## config.mk

```make
export PLATFORM = sky130hd
export DESIGN_NAME = ysyx_22040931_div_ctrl_flat
export DESIGN_NICKNAME = d
export VERILOG_FILES = /design/src/rtl/ysyx_22040931_div_ctrl_pkg.sv /design/src/rtl/ysyx_22040931_div_ctrl_if.sv /design/src/rtl/ysyx_22040931_div_special.sv /design/src/rtl/ysyx_22040931_div_ctrl.sv /design/src/flat_wrapper.sv
export SDC_FILE = /design/constraint.sdc
export NUM_CORES = 1
export LEC_CHECK = 0
export CAP_MARGIN = 20
export CORE_MARGIN = 5
export CORE_UTILIZATION = 47
export CTS_CLUSTER_DIAMETER = 50
export CTS_CLUSTER_SIZE = 14
export DETAILED_ROUTE_END_ITERATION = 6
export MAX_ROUTING_LAYER = met4
export PLACE_DENSITY = 0.77
export SLEW_MARGIN = 20
export SYNTH_ARGS = -nofsm -noshare
export SYNTH_HDL_FRONTEND = slang
export SYNTH_SLANG_ARGS = --single-unit
```

## constraint.sdc

```tcl
create_clock -name clock -period 14.6 [get_ports clock]
set_clock_uncertainty 0.2 [all_clocks]
set_input_delay 1.46 -clock clock [delete_from_list [all_inputs] [get_ports clock]]
set_output_delay 1.46 -clock clock [all_outputs]
set_load 0.05 [all_outputs]
```

## src/rtl/ysyx_22040931_div_ctrl_pkg.sv

```systemverilog
// Shared types and constants for the divider sequencing controller.
// Holds the FSM state encoding, the most-negative operands and the W-op extension helpers.
package ysyx_22040931_div_ctrl_pkg;

  typedef enum logic [1:0] {
    S_IDLE  = 2'd0,
    S_START = 2'd1,
    S_BUSY  = 2'd2,
    S_DONE  = 2'd3
  } div_state_e;

  localparam logic [63:0] DIV_MOST_NEG_64 = 64'h8000_0000_0000_0000;
  localparam logic [31:0] DIV_MOST_NEG_32 = 32'h8000_0000;

  function automatic logic [63:0] sext_w(input logic [31:0] v);
    return {{32{v[31]}}, v};
  endfunction

  // Effective 64-bit operand of a W op: sign- or zero-extended low word.
  function automatic logic [63:0] w_operand(input logic [31:0] v, input logic sgn);
    return sgn ? sext_w(v) : {32'h0, v};
  endfunction

endpackage

```

## src/rtl/ysyx_22040931_div_ctrl_if.sv

```systemverilog
// Request, response and divider-side signals of the divider controller.
// slave is the controller's view; master is the surrounding pipeline/divider view.
interface ysyx_22040931_div_ctrl_if #(
  parameter int XLEN = 64
);
  logic            in_valid;
  logic            in_ready;
  logic            in_rem;
  logic            in_w;
  logic            in_signed;
  logic [XLEN-1:0] in_dividend;
  logic [XLEN-1:0] in_divisor;
  logic            out_valid;
  logic            out_ready;
  logic [XLEN-1:0] out_result;
  logic            div_start;
  logic            div_kill;
  logic            div_w;
  logic            div_signed;
  logic [XLEN-1:0] div_dividend;
  logic [XLEN-1:0] div_divisor;
  logic            div_done;
  logic [XLEN-1:0] div_quotient;
  logic [XLEN-1:0] div_remainder;

  modport slave (
    input  in_valid, in_rem, in_w, in_signed, in_dividend, in_divisor,
    input  out_ready, div_done, div_quotient, div_remainder,
    output in_ready, out_valid, out_result,
    output div_start, div_kill, div_w, div_signed, div_dividend, div_divisor
  );

  modport master (
    output in_valid, in_rem, in_w, in_signed, in_dividend, in_divisor,
    output out_ready, div_done, div_quotient, div_remainder,
    input  in_ready, out_valid, out_result,
    input  div_start, div_kill, div_w, div_signed, div_dividend, div_divisor
  );
endinterface

```

## src/rtl/ysyx_22040931_div_special.sv

```systemverilog
// Combinational classifier for RISC-V division corner cases (divide-by-zero, signed overflow).
// Operands arrive already extended for W ops; results are pre-W-fixup.
module ysyx_22040931_div_special
  import ysyx_22040931_div_ctrl_pkg::*;
#(
  parameter int XLEN = 64
) (
  input  logic [XLEN-1:0] dividend_i,
  input  logic [XLEN-1:0] divisor_i,
  input  logic            w_i,
  input  logic            signed_i,
  output logic            is_zero_o,
  output logic            is_ovf_o,
  output logic [XLEN-1:0] quo_o,
  output logic [XLEN-1:0] rem_o
);

  logic ovf32;
  logic ovf64;

  assign is_zero_o = (divisor_i == '0);
  assign ovf32     = (dividend_i[31:0] == DIV_MOST_NEG_32) && (divisor_i[31:0] == '1);
  assign ovf64     = (dividend_i == DIV_MOST_NEG_64) && (divisor_i == '1);
  assign is_ovf_o  = signed_i && !is_zero_o && (w_i ? ovf32 : ovf64);

  // Overflow quotient is the dividend itself; the remainder is zero.
  assign quo_o = is_zero_o ? '1 : dividend_i;
  assign rem_o = is_zero_o ? dividend_i : '0;

endmodule

```

## src/rtl/ysyx_22040931_div_ctrl.sv

```systemverilog
// Sequencing controller in front of the iterative divider: resolves corner cases and cache hits
// in one cycle, otherwise starts the divider and waits for completion; flush aborts in-flight work.
module ysyx_22040931_div_ctrl
  import ysyx_22040931_div_ctrl_pkg::*;
#(
  parameter int XLEN     = 64,
  parameter bit CACHE_EN = 1'b1
) (
  input  logic                          clock,
  input  logic                          reset,
  input  logic                          flush,
  ysyx_22040931_div_ctrl_if.slave       bus
);

  div_state_e      state_q;
  logic            rem_q;
  logic            div_w_q;
  logic            div_signed_q;
  logic [XLEN-1:0] div_dvd_q;
  logic [XLEN-1:0] div_dvs_q;
  logic [XLEN-1:0] out_result_q;

  logic            c_vld_q;
  logic            c_w_q;
  logic            c_sgn_q;
  logic [XLEN-1:0] c_dvd_q;
  logic [XLEN-1:0] c_dvs_q;
  logic [XLEN-1:0] c_quo_q;
  logic [XLEN-1:0] c_rem_q;

  logic [XLEN-1:0] dvd_eff;
  logic [XLEN-1:0] dvs_eff;
  logic            is_zero;
  logic            is_ovf;
  logic [XLEN-1:0] sp_quo;
  logic [XLEN-1:0] sp_rem;
  logic            hit;
  logic            fast;
  logic            in_ready;
  logic            accept;
  logic [XLEN-1:0] fast_result_d;
  logic [XLEN-1:0] done_result_d;

  function automatic logic [XLEN-1:0] w_fix(input logic w, input logic [XLEN-1:0] v);
    return w ? sext_w(v[31:0]) : v;
  endfunction

  assign dvd_eff = bus.in_w ? w_operand(bus.in_dividend[31:0], bus.in_signed) : bus.in_dividend;
  assign dvs_eff = bus.in_w ? w_operand(bus.in_divisor[31:0], bus.in_signed) : bus.in_divisor;

  ysyx_22040931_div_special #(.XLEN(XLEN)) u_special (
    .dividend_i (dvd_eff),
    .divisor_i  (dvs_eff),
    .w_i        (bus.in_w),
    .signed_i   (bus.in_signed),
    .is_zero_o  (is_zero),
    .is_ovf_o   (is_ovf),
    .quo_o      (sp_quo),
    .rem_o      (sp_rem)
  );

  assign hit = CACHE_EN && c_vld_q && (dvd_eff == c_dvd_q) && (dvs_eff == c_dvs_q)
               && (bus.in_w == c_w_q) && (bus.in_signed == c_sgn_q);
  assign fast = is_zero || is_ovf || hit;

  // Corner cases take precedence over the cache so a stale entry can never mask them.
  assign fast_result_d = w_fix(bus.in_w, bus.in_rem ? ((is_zero || is_ovf) ? sp_rem : c_rem_q)
                                                    : ((is_zero || is_ovf) ? sp_quo : c_quo_q));
  assign done_result_d = w_fix(div_w_q, rem_q ? bus.div_remainder : bus.div_quotient);

  assign in_ready = !reset && !flush
                    && ((state_q == S_IDLE) || ((state_q == S_DONE) && bus.out_ready));
  assign accept   = bus.in_valid && in_ready;

  assign bus.in_ready     = in_ready;
  assign bus.out_valid    = (state_q == S_DONE);
  assign bus.out_result   = out_result_q;
  assign bus.div_start    = (state_q == S_START) && !flush;
  assign bus.div_kill     = flush && ((state_q == S_START) || (state_q == S_BUSY));
  assign bus.div_w        = div_w_q;
  assign bus.div_signed   = div_signed_q;
  assign bus.div_dividend = div_dvd_q;
  assign bus.div_divisor  = div_dvs_q;

  always_ff @(posedge clock or posedge reset) begin
    if (reset) begin
      state_q      <= S_IDLE;
      rem_q        <= 1'b0;
      div_w_q      <= 1'b0;
      div_signed_q <= 1'b0;
      div_dvd_q    <= '0;
      div_dvs_q    <= '0;
      out_result_q <= '0;
      c_vld_q      <= 1'b0;
      c_w_q        <= 1'b0;
      c_sgn_q      <= 1'b0;
      c_dvd_q      <= '0;
      c_dvs_q      <= '0;
      c_quo_q      <= '0;
      c_rem_q      <= '0;
    end else if (flush) begin
      state_q <= S_IDLE;
    end else begin
      unique case (state_q)
        S_IDLE, S_DONE: begin
          if (accept) begin
            rem_q        <= bus.in_rem;
            div_w_q      <= bus.in_w;
            div_signed_q <= bus.in_signed;
            div_dvd_q    <= dvd_eff;
            div_dvs_q    <= dvs_eff;
            if (fast) begin
              out_result_q <= fast_result_d;
              state_q      <= S_DONE;
            end else begin
              state_q <= S_START;
            end
          end else if ((state_q == S_DONE) && bus.out_ready) begin
            state_q <= S_IDLE;
          end
        end
        S_START: state_q <= S_BUSY;
        S_BUSY: begin
          if (bus.div_done) begin
            out_result_q <= done_result_d;
            c_vld_q      <= 1'b1;
            c_w_q        <= div_w_q;
            c_sgn_q      <= div_signed_q;
            c_dvd_q      <= div_dvd_q;
            c_dvs_q      <= div_dvs_q;
            c_quo_q      <= bus.div_quotient;
            c_rem_q      <= bus.div_remainder;
            state_q      <= S_DONE;
          end
        end
        default: state_q <= S_IDLE;
      endcase
    end
  end

endmodule

```

## src/flat_wrapper.sv

```systemverilog
// flat-port wrapper written by rule: the top's interface ports become plain ports
module ysyx_22040931_div_ctrl_flat import ysyx_22040931_div_ctrl_pkg::*;
#(
  parameter int XLEN     = 64,
  parameter bit CACHE_EN = 1'b1
)
  (clock, reset, flush, bus_in_valid, bus_in_rem, bus_in_w, bus_in_signed, bus_in_dividend, bus_in_divisor, bus_out_ready, bus_div_done, bus_div_quotient, bus_div_remainder, bus_in_ready, bus_out_valid, bus_out_result, bus_div_start, bus_div_kill, bus_div_w, bus_div_signed, bus_div_dividend, bus_div_divisor);
  ysyx_22040931_div_ctrl_if #(.XLEN(XLEN)) bus_i ();
  input  logic clock;
  input  logic reset;
  input  logic flush;
  input wire logic [$bits(bus_i.in_valid)-1:0] bus_in_valid;
  input wire logic [$bits(bus_i.in_rem)-1:0] bus_in_rem;
  input wire logic [$bits(bus_i.in_w)-1:0] bus_in_w;
  input wire logic [$bits(bus_i.in_signed)-1:0] bus_in_signed;
  input wire logic [$bits(bus_i.in_dividend)-1:0] bus_in_dividend;
  input wire logic [$bits(bus_i.in_divisor)-1:0] bus_in_divisor;
  input wire logic [$bits(bus_i.out_ready)-1:0] bus_out_ready;
  input wire logic [$bits(bus_i.div_done)-1:0] bus_div_done;
  input wire logic [$bits(bus_i.div_quotient)-1:0] bus_div_quotient;
  input wire logic [$bits(bus_i.div_remainder)-1:0] bus_div_remainder;
  output wire logic [$bits(bus_i.in_ready)-1:0] bus_in_ready;
  output wire logic [$bits(bus_i.out_valid)-1:0] bus_out_valid;
  output wire logic [$bits(bus_i.out_result)-1:0] bus_out_result;
  output wire logic [$bits(bus_i.div_start)-1:0] bus_div_start;
  output wire logic [$bits(bus_i.div_kill)-1:0] bus_div_kill;
  output wire logic [$bits(bus_i.div_w)-1:0] bus_div_w;
  output wire logic [$bits(bus_i.div_signed)-1:0] bus_div_signed;
  output wire logic [$bits(bus_i.div_dividend)-1:0] bus_div_dividend;
  output wire logic [$bits(bus_i.div_divisor)-1:0] bus_div_divisor;
  assign bus_i.in_valid = bus_in_valid;
  assign bus_i.in_rem = bus_in_rem;
  assign bus_i.in_w = bus_in_w;
  assign bus_i.in_signed = bus_in_signed;
  assign bus_i.in_dividend = bus_in_dividend;
  assign bus_i.in_divisor = bus_in_divisor;
  assign bus_i.out_ready = bus_out_ready;
  assign bus_i.div_done = bus_div_done;
  assign bus_i.div_quotient = bus_div_quotient;
  assign bus_i.div_remainder = bus_div_remainder;
  assign bus_in_ready = bus_i.in_ready;
  assign bus_out_valid = bus_i.out_valid;
  assign bus_out_result = bus_i.out_result;
  assign bus_div_start = bus_i.div_start;
  assign bus_div_kill = bus_i.div_kill;
  assign bus_div_w = bus_i.div_w;
  assign bus_div_signed = bus_i.div_signed;
  assign bus_div_dividend = bus_i.div_dividend;
  assign bus_div_divisor = bus_i.div_divisor;
  ysyx_22040931_div_ctrl #(.XLEN(XLEN), .CACHE_EN(CACHE_EN)) u_core (.clock(clock), .reset(reset), .flush(flush), .bus(bus_i));
endmodule
```

==> flow_summary.json <==
{
  "initial_core_util": 0.4733,
  "clock_latency_ns": 0.62,
  "hold_class": "register to register",
  "finalHoldViolCount": 0,
  "wl_per_cell_microns": 26.23,
  "syn_inst": 2200,
  "die_x_microns": 231.6,
  "ant_nets": 0,
  "ys_seq_area_frac": 0.4945,
  "core_sq_um": 48750,
  "cts_resized": 0,
  "fp.dieH_microns": 231.6,
  "stdcell_count": 3293,
  "crit_required_ns": 14.88,
  "portBuffers": 462,
  "cts.sinks": 456,
  "cts_tree": "yes",
  "synth_area_per_cell_sq_um": 10.49,
  "overflow": 0,
  "power_density_nw_per_um2": 220.9,
  "dp.cells": 3197,
  "syn2layout_area_growth_pct": 29.80,
  "gp_congestion": 0.9992,
  "ys_warn_count": 0,
  "drt_wl_total_microns": 86360,
  "ir_drop_mv": 0.1397,
  "fmax_mhz": 167.7,
  "path_clk_slew_ns": 0.06,
  "clockBufferDepth": 3,
  "postCtsSetupBuffers": 0,
  "h-tree-depth": 2,
  "synth_ff_type": "dfrtp_1",
  "tns_ns": 0,
  "r2r_end": "u_core.bus.out_result[24]$_DFFE_PP0P_",
  "rsz0062_at_grt": "false",
  "synth_edf_count": 0,
  "dr.pass1.iters": 6,
  "dp_hpwl_microns": 61480,
  "antenna_found_initial": 3,
  "fin_area_sq_um": 29950,
  "via_per_inst": 6.129,
  "ys_types": 73,
  "crit_type": "primary input to register",
  "rrSetupSlack_ns": 10.38,
  "cap_violations": 0,
  "worstMarginPinSlew_ns": 1.096,
  "finalSetupViolCount": 0,
  "drive_above_1_share": 0.1634,
  "slew_violations": 0,
  "cp-end-kind": "register",
  "reg2regPathDepth": 10,
  "yosys.area.top_type": "dfrtp_1",
  "die-area_sq_um": 53630,
  "grt_pass1_wl_microns": 128300,
  "grtUsageTotal": 0.3203,
  "syn_nets": 2469,
  "synth_top_area_frac": 0.4945,
  "grt_pass1_vias": 20310,
  "route.detailed.drc": 0,
  "cts.hold.buffers_added": 0,
  "ys_async_sr_fraction": 1.000,
  "crit_path_start_kind": "primary input",
  "rr_startpoint": "u_core.c_dvd_q[19]$_DFFE_PP0P_",
  "status": "completed",
  "numCtsBuffers": 51,
  "ys_top_cells_by_area": "dfrtp_1 (49%), mux2_2 (13%), nand2_1 (4.3%), mux2i_1 (4.3%), a21oi_1 (3.2%)",
  "min_path_cells": 1,
  "min_to": "u_core.c_vld_q$_DFFE_PP0P_",
  "crit_fanout": 70,
  "vias": 20180,
  "drtIter0Drc": 2381,
  "p_leak_nw": 13.61,
  "postLayoutCoreUtil": 0.6144,
  "place_area_sq_um": 28180,
  "relSlewSlack": 0.2673,
  "timing.final.crit_share": 0.4084,
  "fin_nets": 2856,
  "period_needed_ns": 5.963,
  "synth_area_sq_um": 23070,
  "grt_max_degree": 187,
  "cp.arrival_ns": 6.25,
  "row_count": 81,
  "ys_ff_latch": 456,
  "root_buffer": "clkbuf_16",
  "hp-start": "u_core.c_vld_q$_DFFE_PP0P_",
  "io_pins": 463
}
## cell usage after synthesis (4+ instances only)
library cell  number
dfrtp_1          456
a31oi_1           43
a32oi_1            4
mux2i_1           99
inv_1             70
o221ai_1           4
nor4_1            49
a21boi_0           4
nor2_1            93
o2111ai_1          8
a22o_1             6
a21oi_1          146
o22ai_1           41
nand2b_1          39
and3_1             5
xnor2_1           19
o211ai_1           5
mux2_2           263
a2111o_1           6
xor2_1            24
nand3b_1           6
a211oi_1          11
clkbuf_1         123
nor3b_1            4
nor3_1            30
ha_1               4
buf_2             14
a311oi_1          22
mux2_4            29
a21o_1            13
nand2_1          267
o21ai_0           69
a2bb2oi_1          4
buf_1             17
nand4_1           26
nand3_1           26
o21bai_1           7
o21a_1            31
nor2b_1           26
a221oi_1          34
## worst max-delay path, stage by stage
cell      delay [ns]
buf_4           0.33
buf_4           0.70
and3_1          0.26
buf_4           0.37
a21oi_1         0.07
a311oi_1        0.49
or4b_1          0.55
nor4_1          0.19
nand4_1         0.21
o21ai_2         0.29
nand2_4         0.29
buf_4           0.49
mux2_4          0.41
## power by group
| group | switching, mW | internal (mW) | leakage (nW) | total (mW) |
|---|---|---|---|---|
| registers | 0.475 | 1.81 | 5.93 | 2.28 |
| clock network | 0.585 | 0.749 | 0.831 | 1.33 |
| logic | 1.83 | 1.17 | 6.85 | 3.00 |
| total | 2.89 | 3.72 | 13.6 | 6.62 |
## metrics by stage
step | hold WS [ns] | worst slack, ns | power [mW]
floorplan | 0.2275 | 0.2279 | 4.130
finish | 0.2641 | 8.637 | 6.617
global route | 0.2932 | 8.569 | 6.894
detailed placement | 0.2494 | 8.145 | 5.271
global placement | 0.2422 | 8.201 | 5.194
CTS | 0.2631 | 8.763 | 6.617
## per-layer routing
metal,vias up,track usage,wire [microns]
met5,-,-,0
met4,0,0.1206,3837
met3,194,0.07436,8237
met2,1160,0.4971,40090
met1,10090,0.4135,34200
li1,8736,-,-
## how the worst max path moves through the flow
stage	start	cells after the start	end
global route	bus_in_w	13	u_core.bus.out_result[24]$_DFFE_PP0P_
floorplan	reset	1	u_core.bus.div_dividend[0]$_DFFE_PP0P_
finish	bus_in_w	13	u_core.bus.out_result[24]$_DFFE_PP0P_
global placement	bus_in_w	13	u_core.bus.out_result[15]$_DFFE_PP0P_
CTS	bus_in_w	13	u_core.bus.out_result[24]$_DFFE_PP0P_
detailed placement	bus_in_w	13	u_core.bus.out_result[21]$_DFFE_PP0P_
## layout make-up
class / count / area (sq um)
fill: 3968 / 18800
inverter: 71 / 274.0
timing repair buffer: 491 / 4880
tap: 664 / 830.8
clock buffer: 60 / 1391
sequential: 456 / 11410
multi-input combinational: 1516 / 10810
antenna: 3 / 7.507
clock inverter: 32 / 340.3
## cell usage in the layout, fill, tap and decap left out, types with 24 or more instances in the layout
cell | synthesis | routed
o22ai_1 | 41 | 41
mux2_4 | 29 | 29
nor2_1 | 93 | 92
nand4_1 | 26 | 26
mux2i_1 | 99 | 99
nand3_1 | 26 | 26
nor2b_1 | 26 | 26
o21ai_0 | 69 | 68
xor2_1 | 24 | 24
a21oi_1 | 146 | 146
a31oi_1 | 43 | 43
clkbuf_16 | 0 | 52
nor4_1 | 49 | 49
inv_1 | 70 | 69
nand2_1 | 267 | 267
nand2b_1 | 39 | 38
dfrtp_1 | 456 | 455
mux2_2 | 263 | 263
clkdlybuf4s50_1 | 0 | 460
o21a_1 | 31 | 30
nor3_1 | 30 | 30
buf_4 | 0 | 27
a221oi_1 | 34 | 34
## flip-flops by register name, indices dropped and copies added, names as in the netlist
name / cells
u_core.c_vld_q: 1
u_core.bus.div_dividend: 64
u_core.bus.out_result: 64
u_core.bus.div_w: 1
u_core.c_w_q: 1
u_core.c_dvd_q: 64
u_core.c_rem_q: 64
u_core.c_sgn_q: 1
u_core.state_q: 2
u_core.bus.div_signed: 1
u_core.c_dvs_q: 64
u_core.c_quo_q: 64
u_core.bus.div_divisor: 64
u_core.rem_q: 1
## logic make-up after synthesis
group | count (synthesis) | share of synthesized area
simple gates | 589 | 0.1196
buf+inv | 228 | 0.03882
xor+xnor | 43 | 0.01632
fa+ha+maj | 4 | 0.002169
flops | 456 | 0.4945
compound gates | 489 | 0.1384
mux | 391 | 0.1902
(Power assumes the default switching activity.)
